File: src/rtl/ram_master.sv
`default_nettype none
// +----------------------------------------------------------------------------+
// | ram_master: initiator-side controller for a single-port synchronous RAM.   |
// | Optional burst support via RAM_MASTER_BURST_EN.    Revision: 1.0           |
// +----------------------------------------------------------------------------+
module ram_master #(
  parameter int ADDR_WIDTH = 5,
  parameter int DATA_WIDTH = 16
) (
  input  logic                  clock,
  input  logic                  reset,
  input  logic                  req_valid,
  output logic                  req_ready,
  input  logic                  req_write,
  input  logic [ADDR_WIDTH-1:0] req_addr,
  input  logic [ADDR_WIDTH-1:0] req_len,
  input  logic [DATA_WIDTH-1:0] req_data,
  output logic                  rsp_valid,
  input  logic                  rsp_ready,
  output logic [DATA_WIDTH-1:0] rsp_data,
  output logic                  busy,
  output logic                  ram_write_enable,
  output logic [ADDR_WIDTH-1:0] ram_address,
  output logic [DATA_WIDTH-1:0] ram_data_in,
  input  logic [DATA_WIDTH-1:0] ram_data_out
);

  localparam logic [2:0] c_IDLE    = 3'd0;
  localparam logic [2:0] c_WRITE   = 3'd1;
  localparam logic [2:0] c_RD_WAIT = 3'd2;
  localparam logic [2:0] c_RD_CAP  = 3'd3;
  localparam logic [2:0] c_RESP    = 3'd4;

  logic [2:0]            r_state;
  logic [2:0]            w_state_next;
  logic                  r_we;
  logic [ADDR_WIDTH-1:0] r_addr;
  logic [DATA_WIDTH-1:0] r_wdata;
  logic [DATA_WIDTH-1:0] r_rsp_data;
  logic                  r_rsp_valid;
  logic                  w_accept;
  logic                  w_rsp_hs;
  logic                  w_last;

  assign w_accept = req_valid & req_ready;
  assign w_rsp_hs = r_rsp_valid & rsp_ready;

`ifdef RAM_MASTER_BURST_EN
  logic [ADDR_WIDTH-1:0] r_count;

  always_ff @(posedge clock) begin
    if (reset) begin
      r_count <= '0;
    end else if (w_accept) begin
      r_count <= req_len;
    end else if (!w_last && ((r_state == c_WRITE) || ((r_state == c_RESP) && w_rsp_hs))) begin
      r_count <= r_count - ADDR_WIDTH'(1);
    end
  end

  assign w_last = (r_count == '0);
`else
  logic w_unused_len;

  assign w_unused_len = ^req_len;
  assign w_last       = 1'b1;
`endif

  // State register
  always_ff @(posedge clock) begin
    if (reset) begin
      r_state <= c_IDLE;
    end else begin
      r_state <= w_state_next;
    end
  end

  // Next-state logic
  always_comb begin
    w_state_next = r_state;
    case (r_state)
      c_IDLE: begin
        if (w_accept) begin
          w_state_next = req_write ? c_WRITE : c_RD_WAIT;
        end
      end
      c_WRITE: begin
        if (w_last) begin
          w_state_next = c_IDLE;
        end
      end
      c_RD_WAIT: w_state_next = c_RD_CAP;
      c_RD_CAP:  w_state_next = c_RESP;
      c_RESP: begin
        if (w_rsp_hs) begin
          w_state_next = w_last ? c_IDLE : c_RD_WAIT;
        end
      end
      default: w_state_next = c_IDLE;
    endcase
  end

  // Output decode
  always_comb begin
    req_ready = 1'b0;
    busy      = 1'b1;
    if (r_state == c_IDLE) begin
      req_ready = 1'b1;
      busy      = 1'b0;
    end
  end

  // Datapath registers driving the RAM pins and the response channel
  always_ff @(posedge clock) begin
    if (reset) begin
      r_we        <= 1'b0;
      r_addr      <= '0;
      r_wdata     <= '0;
      r_rsp_data  <= '0;
      r_rsp_valid <= 1'b0;
    end else begin
      case (r_state)
        c_IDLE: begin
          if (w_accept) begin
            r_addr  <= req_addr;
            r_wdata <= req_data;
            r_we    <= req_write;
          end
        end
        c_WRITE: begin
          if (w_last) begin
            r_we <= 1'b0;
          end else begin
            r_addr <= r_addr + ADDR_WIDTH'(1);
          end
        end
        c_RD_CAP: begin
          r_rsp_data  <= ram_data_out;
          r_rsp_valid <= 1'b1;
        end
        c_RESP: begin
          if (w_rsp_hs) begin
            r_rsp_valid <= 1'b0;
            if (!w_last) begin
              r_addr <= r_addr + ADDR_WIDTH'(1);
            end
          end
        end
        default: begin
          r_we <= r_we;
        end
      endcase
    end
  end

  // Gating with reset keeps the RAM from committing the in-flight word on the reset edge.
  assign ram_write_enable = r_we & ~reset;
  assign ram_address      = r_addr;
  assign ram_data_in      = r_wdata;
  assign rsp_valid        = r_rsp_valid;
  assign rsp_data         = r_rsp_data;

endmodule
`default_nettype wire

File: config.mk
export PLATFORM = sky130hd
export DESIGN_NAME = ram_master
export DESIGN_NICKNAME = d
export VERILOG_FILES = /design/src/rtl/ram_master.sv
export SDC_FILE = /design/constraint.sdc
export NUM_CORES = 1
export LEC_CHECK = 0
export ABC_AREA = 1
export CAP_MARGIN = 20
export CORE_ASPECT_RATIO = 1.25
export CORE_MARGIN = 2
export CORE_UTILIZATION = 39
export DETAILED_ROUTE_END_ITERATION = 10
export PLACE_DENSITY = 0.8
export SYNTH_ARGS = -nofsm -noshare
export SYNTH_HDL_FRONTEND = slang
export SYNTH_SLANG_ARGS = --single-unit
export TNS_END_PERCENT = 50
File: constraint.sdc
create_clock -name clock -period 1.23 [get_ports clock]
set_input_delay 0.246 -clock clock [delete_from_list [all_inputs] [get_ports clock]]
set_output_delay 0.246 -clock clock [all_outputs]
set_load 0.1 [all_outputs]
# After elaboration in Yosys (flattened, before gate mapping)
# Index checks and enable logic that the tools add are counted.
# W data, S select, Z words.
[totals]
ff_bits = 42
inputBits = 47
output_inout_bits = 41
word_cells = 33
[op_classes]
n_eq_ne = 6
muxes = 10
n_bitwise = 4
reduce_logical = 7
[op_table]
columns = ["operator", "n"]
rows = [
  ["$pmux W3 S4", 1],
  ["$reduce_and A2 Y1", 4],
  ["$eq A3 B2 Y1 const B", 2],
  ["$mux W3", 2],
  ["$mux W1", 4],
  ["$ne A2 B2 Y1 const B", 2],
  ["$pmux W1 S2", 2],
  ["$reduce_bool A2 Y1", 2],
  ["$and A1 B1 Y1", 3],
  ["$eq A3 B1 Y1 const B", 1],
  ["$eq A3 B3 Y1 const B", 1],
  ["$logic_not A3 Y1", 1],
  ["$mux W2", 1],
  ["$not A1 Y1", 1],
]

# Longest topological paths before layout
[depth]
word_depth = 5
depth_mapped = 6
mapped_depth_nobuf = 5

# Least setup slack after synthesis
# Ideal clock, no wire load.
[synth_path]
path_kind = "register -> output"
from = "reg r_state[0]"
to = "out req_ready"
arrival_ns = 1.982
slack_ns = -0.998
path_stages_with_launch = 4
cell_sequence = "dfxtp_1 -> nor2_4 -> nand2_1 -> inv_1"
[synth_between]
elab_chain_len = 2
[synth_rtl]
columns = ["item", "line", "source"]
rows = [
  ["start, declared", "34", "logic [2:0] r_state;"],
  ["start signal, assigned", "72", "r_state <= c_IDLE;"],
  ["start signal, assigned", "74", "r_state <= w_state_next;"],
  ["$logic_not A3 Y1", "107", "if (r_state == c_IDLE) begin"],
  ["$mux W1", "107", ""],
  ["end, declared", "13", "output logic req_ready,"],
]
# Every way passes these cells.

# Worst setup path after layout
# Same ends and word-level chain as after synthesis.

==> metrics.yaml <==
crit_fanout: 3
final_layout_size_suffix_gt1_frac: 0.233
synth_cells: 237
required_ns: 0.98
die_w_um: 62.3
p_leak_nw: 1.39
ys_types: 17
crit_path_end: "req_ready"
violations: "setup timing"
via_count: 1655
ys_ff_latch: 42
worstSetupPathType: "reg2out"
instances_no_fill: 382
final_area_sq_um: 3160
slew_violations: 0
die_h_um: 76.9
ys_warn_count: 0
startpoint: "r_state[0]"
peakVddDrop_v: 0.000736
overflow: 0
setup_viol: 24
grt_pass1_vias: 1574
grt_pass1_wl_mm: 6.96
ff2ff_path_depth: 7
postRouteAntennaNets: 0
place_inst: 372
critical_path_arrival_ns: 1.12
regArea_sq_um: 855
post-route-period-util: 1.11
viasPerCell: 4.33
hold_class: "in2reg"
critical-path-max-stage-delay_ns: 0.35
maxCapViolCount: 0
synthDominantCellAreaShare: 0.508
rows: 26
drt_pass1_iterations: 4
final_hold_viol_count: 0
finalClockSkew_ns: 0.00504
fillers: 296
crit-reg2reg-launch: "r_state[0]"
tightest_slew_ns: 0.269
ios: 88
start_util: 0.404
final_nets: 373
portBuffers: 82
antenna_found_initial: 0
finalCriticalPeriod_ns: 1.37
grt_max_degree: 43
syn_to_final_growth_pct: 90.7
synth.avg_cell_area_sq_um: 6.99
h-tree-depth: 2
ctsLongestPathBuffers: 2
slowest_stage: "dfxtp_2"
cts_tree: "built"
gp_routability_congestion: 0.751
die_area_sq_um: 4790
numCtsBuffers: 5
reg2reg_slack_ns: -0.09
clkLatencyLatePin_ns: 0.28
grt_usage: 0.182
diodes: 0
ctsHoldBuffers: 0
core_area_sq_um: 4100
path_cells: "nor2_4, nand2_8, clkinvlp_4, buf_12"
synth_area_sq_um: 1660
cts.sinks: 42
dp_hpwl_mm: 3.09
synth_area_leaders: "dfxtp_1 51%, nor2_1 18%, nand2_1 11%, inv_1 5.9%, o21ai_0 5.1%"
dp_slack_ns: -0.248
fin_ws_ns: -0.138
drt_iter0_markers: 65
multi_input_area_sq_um: 683
wirelength_mm: 4.11
synth_largest_area_cell: "dfxtp_1"
place_area_sq_um: 3030
fmax_ghz: 0.731
clk_pin_slew_ns: 0.07
crit_path_end_kind: "output port"
ys_seq_area_frac: 0.508
rsz0062_at_grt: "true"
r2r-end: "ram_address[3]"
wire_per_inst_um: 10.8
start_kind: "flop"
run_status: "finished, violations left"
syn-num-nets: 284
p_per_area_nw_per_um2: 1380
cts-root-buf: "clkbuf_8"
postLayoutCoreUtil: 0.771
drc: 0
max_slew_margin: 0.821
[cell usage after synthesis (all sizes together)]
master	n
nand3	9
nand2	48
o21ai	17
o31ai	1
buf	9
nor2	79
dfxtp	42
inv	28
nand3b	1
clkbuf	1
a21oi	2
[sequential cells by signal, indices dropped and copies added, names as in the netlist]
name / cells
ram_data_in: 16
rsp_data: 16
ram_address: 5
r_state: 3
r_we: 1
rsp_valid: 1
[per-stage QoR]
step	total power [mW]	hold WS [ns]	TNS, ns
CTS	4.36	0.408	-0.258
floorplan	2.77	0.308	-0.683
finish	4.36	0.405	-1.63
global placement	3.51	0.479	-7.03
detailed placement	3.54	0.489	-7.91
global route	4.57	0.426	-3.46
[how the worst min path moves through the flow]
stage	startpoint	endpoint	cells after the start
2_1_floorplan	reset	rsp_valid	1
3_3_place_gp	rsp_valid	rsp_valid	2
3_5_place_dp	rsp_valid	rsp_valid	2
4_1_cts	reset	r_state[0]	2
5_1_grt	reset	rsp_valid	2
6_report	reset	rsp_valid	2
[cells in the final DEF (no fill, tap or decap), drive strengths merged]
cell type,n
a21oi,2
buf,50
clkbuf,8
clkdlybuf4s50,40
clkinvlp,1
dfxtp,42
dlygate4sd2,1
inv,27
nand2,48
nand3,9
nand3b,1
nor2,79
o21ai,17
o31ai,1
[area by class of cell]
class	count	area share
multi-input combinational	157	0.216
sequential	42	0.270
inverter	28	0.0352
clock buffer	7	0.0242
tap	56	0.0222
timing repair buffer	92	0.432
[cell families (layout without fill, tap and decap cells)]
logic type / Yosys count / in the layout / synth area share
compound gates: 20 / 20 / 0.0619
buf+inv: 38 / 127 / 0.0959
simple gates: 137 / 137 / 0.335
flops: 42 / 42 / 0.508
[power breakdown]
part | switching (mW) | internal [mW]
combinational | 1.20 | 0.756
clock | 0.413 | 0.391
sequential | 0.121 | 1.48
total | 1.73 | 2.63
[timing repair]
action                     in CTS  in global routing
setup endpoints to repair       3                 42
resized for setup               2                  5
pin swaps                       1                  0
setup buffers                   1                  1
gates cloned                    0                  1
[metal layers]
metal / track usage / vias to the layer above / wire (um)
met5: 0 / - / 0
met4: 0.0689 / 0 / 64
met3: 0.0528 / 4 / 185
met2: 0.335 / 49 / 2200
met1: 0.194 / 715 / 1660
li1: - / 887 / -
[critical path: cells and delay by family (launching register included)]
kind | cells | cell delay (ns)
buffers and inverters | 2 | 0.24
AND/OR/NAND/NOR | 2 | 0.24
flip-flops | 1 | 0.35
(Power assumes the default switching activity.)
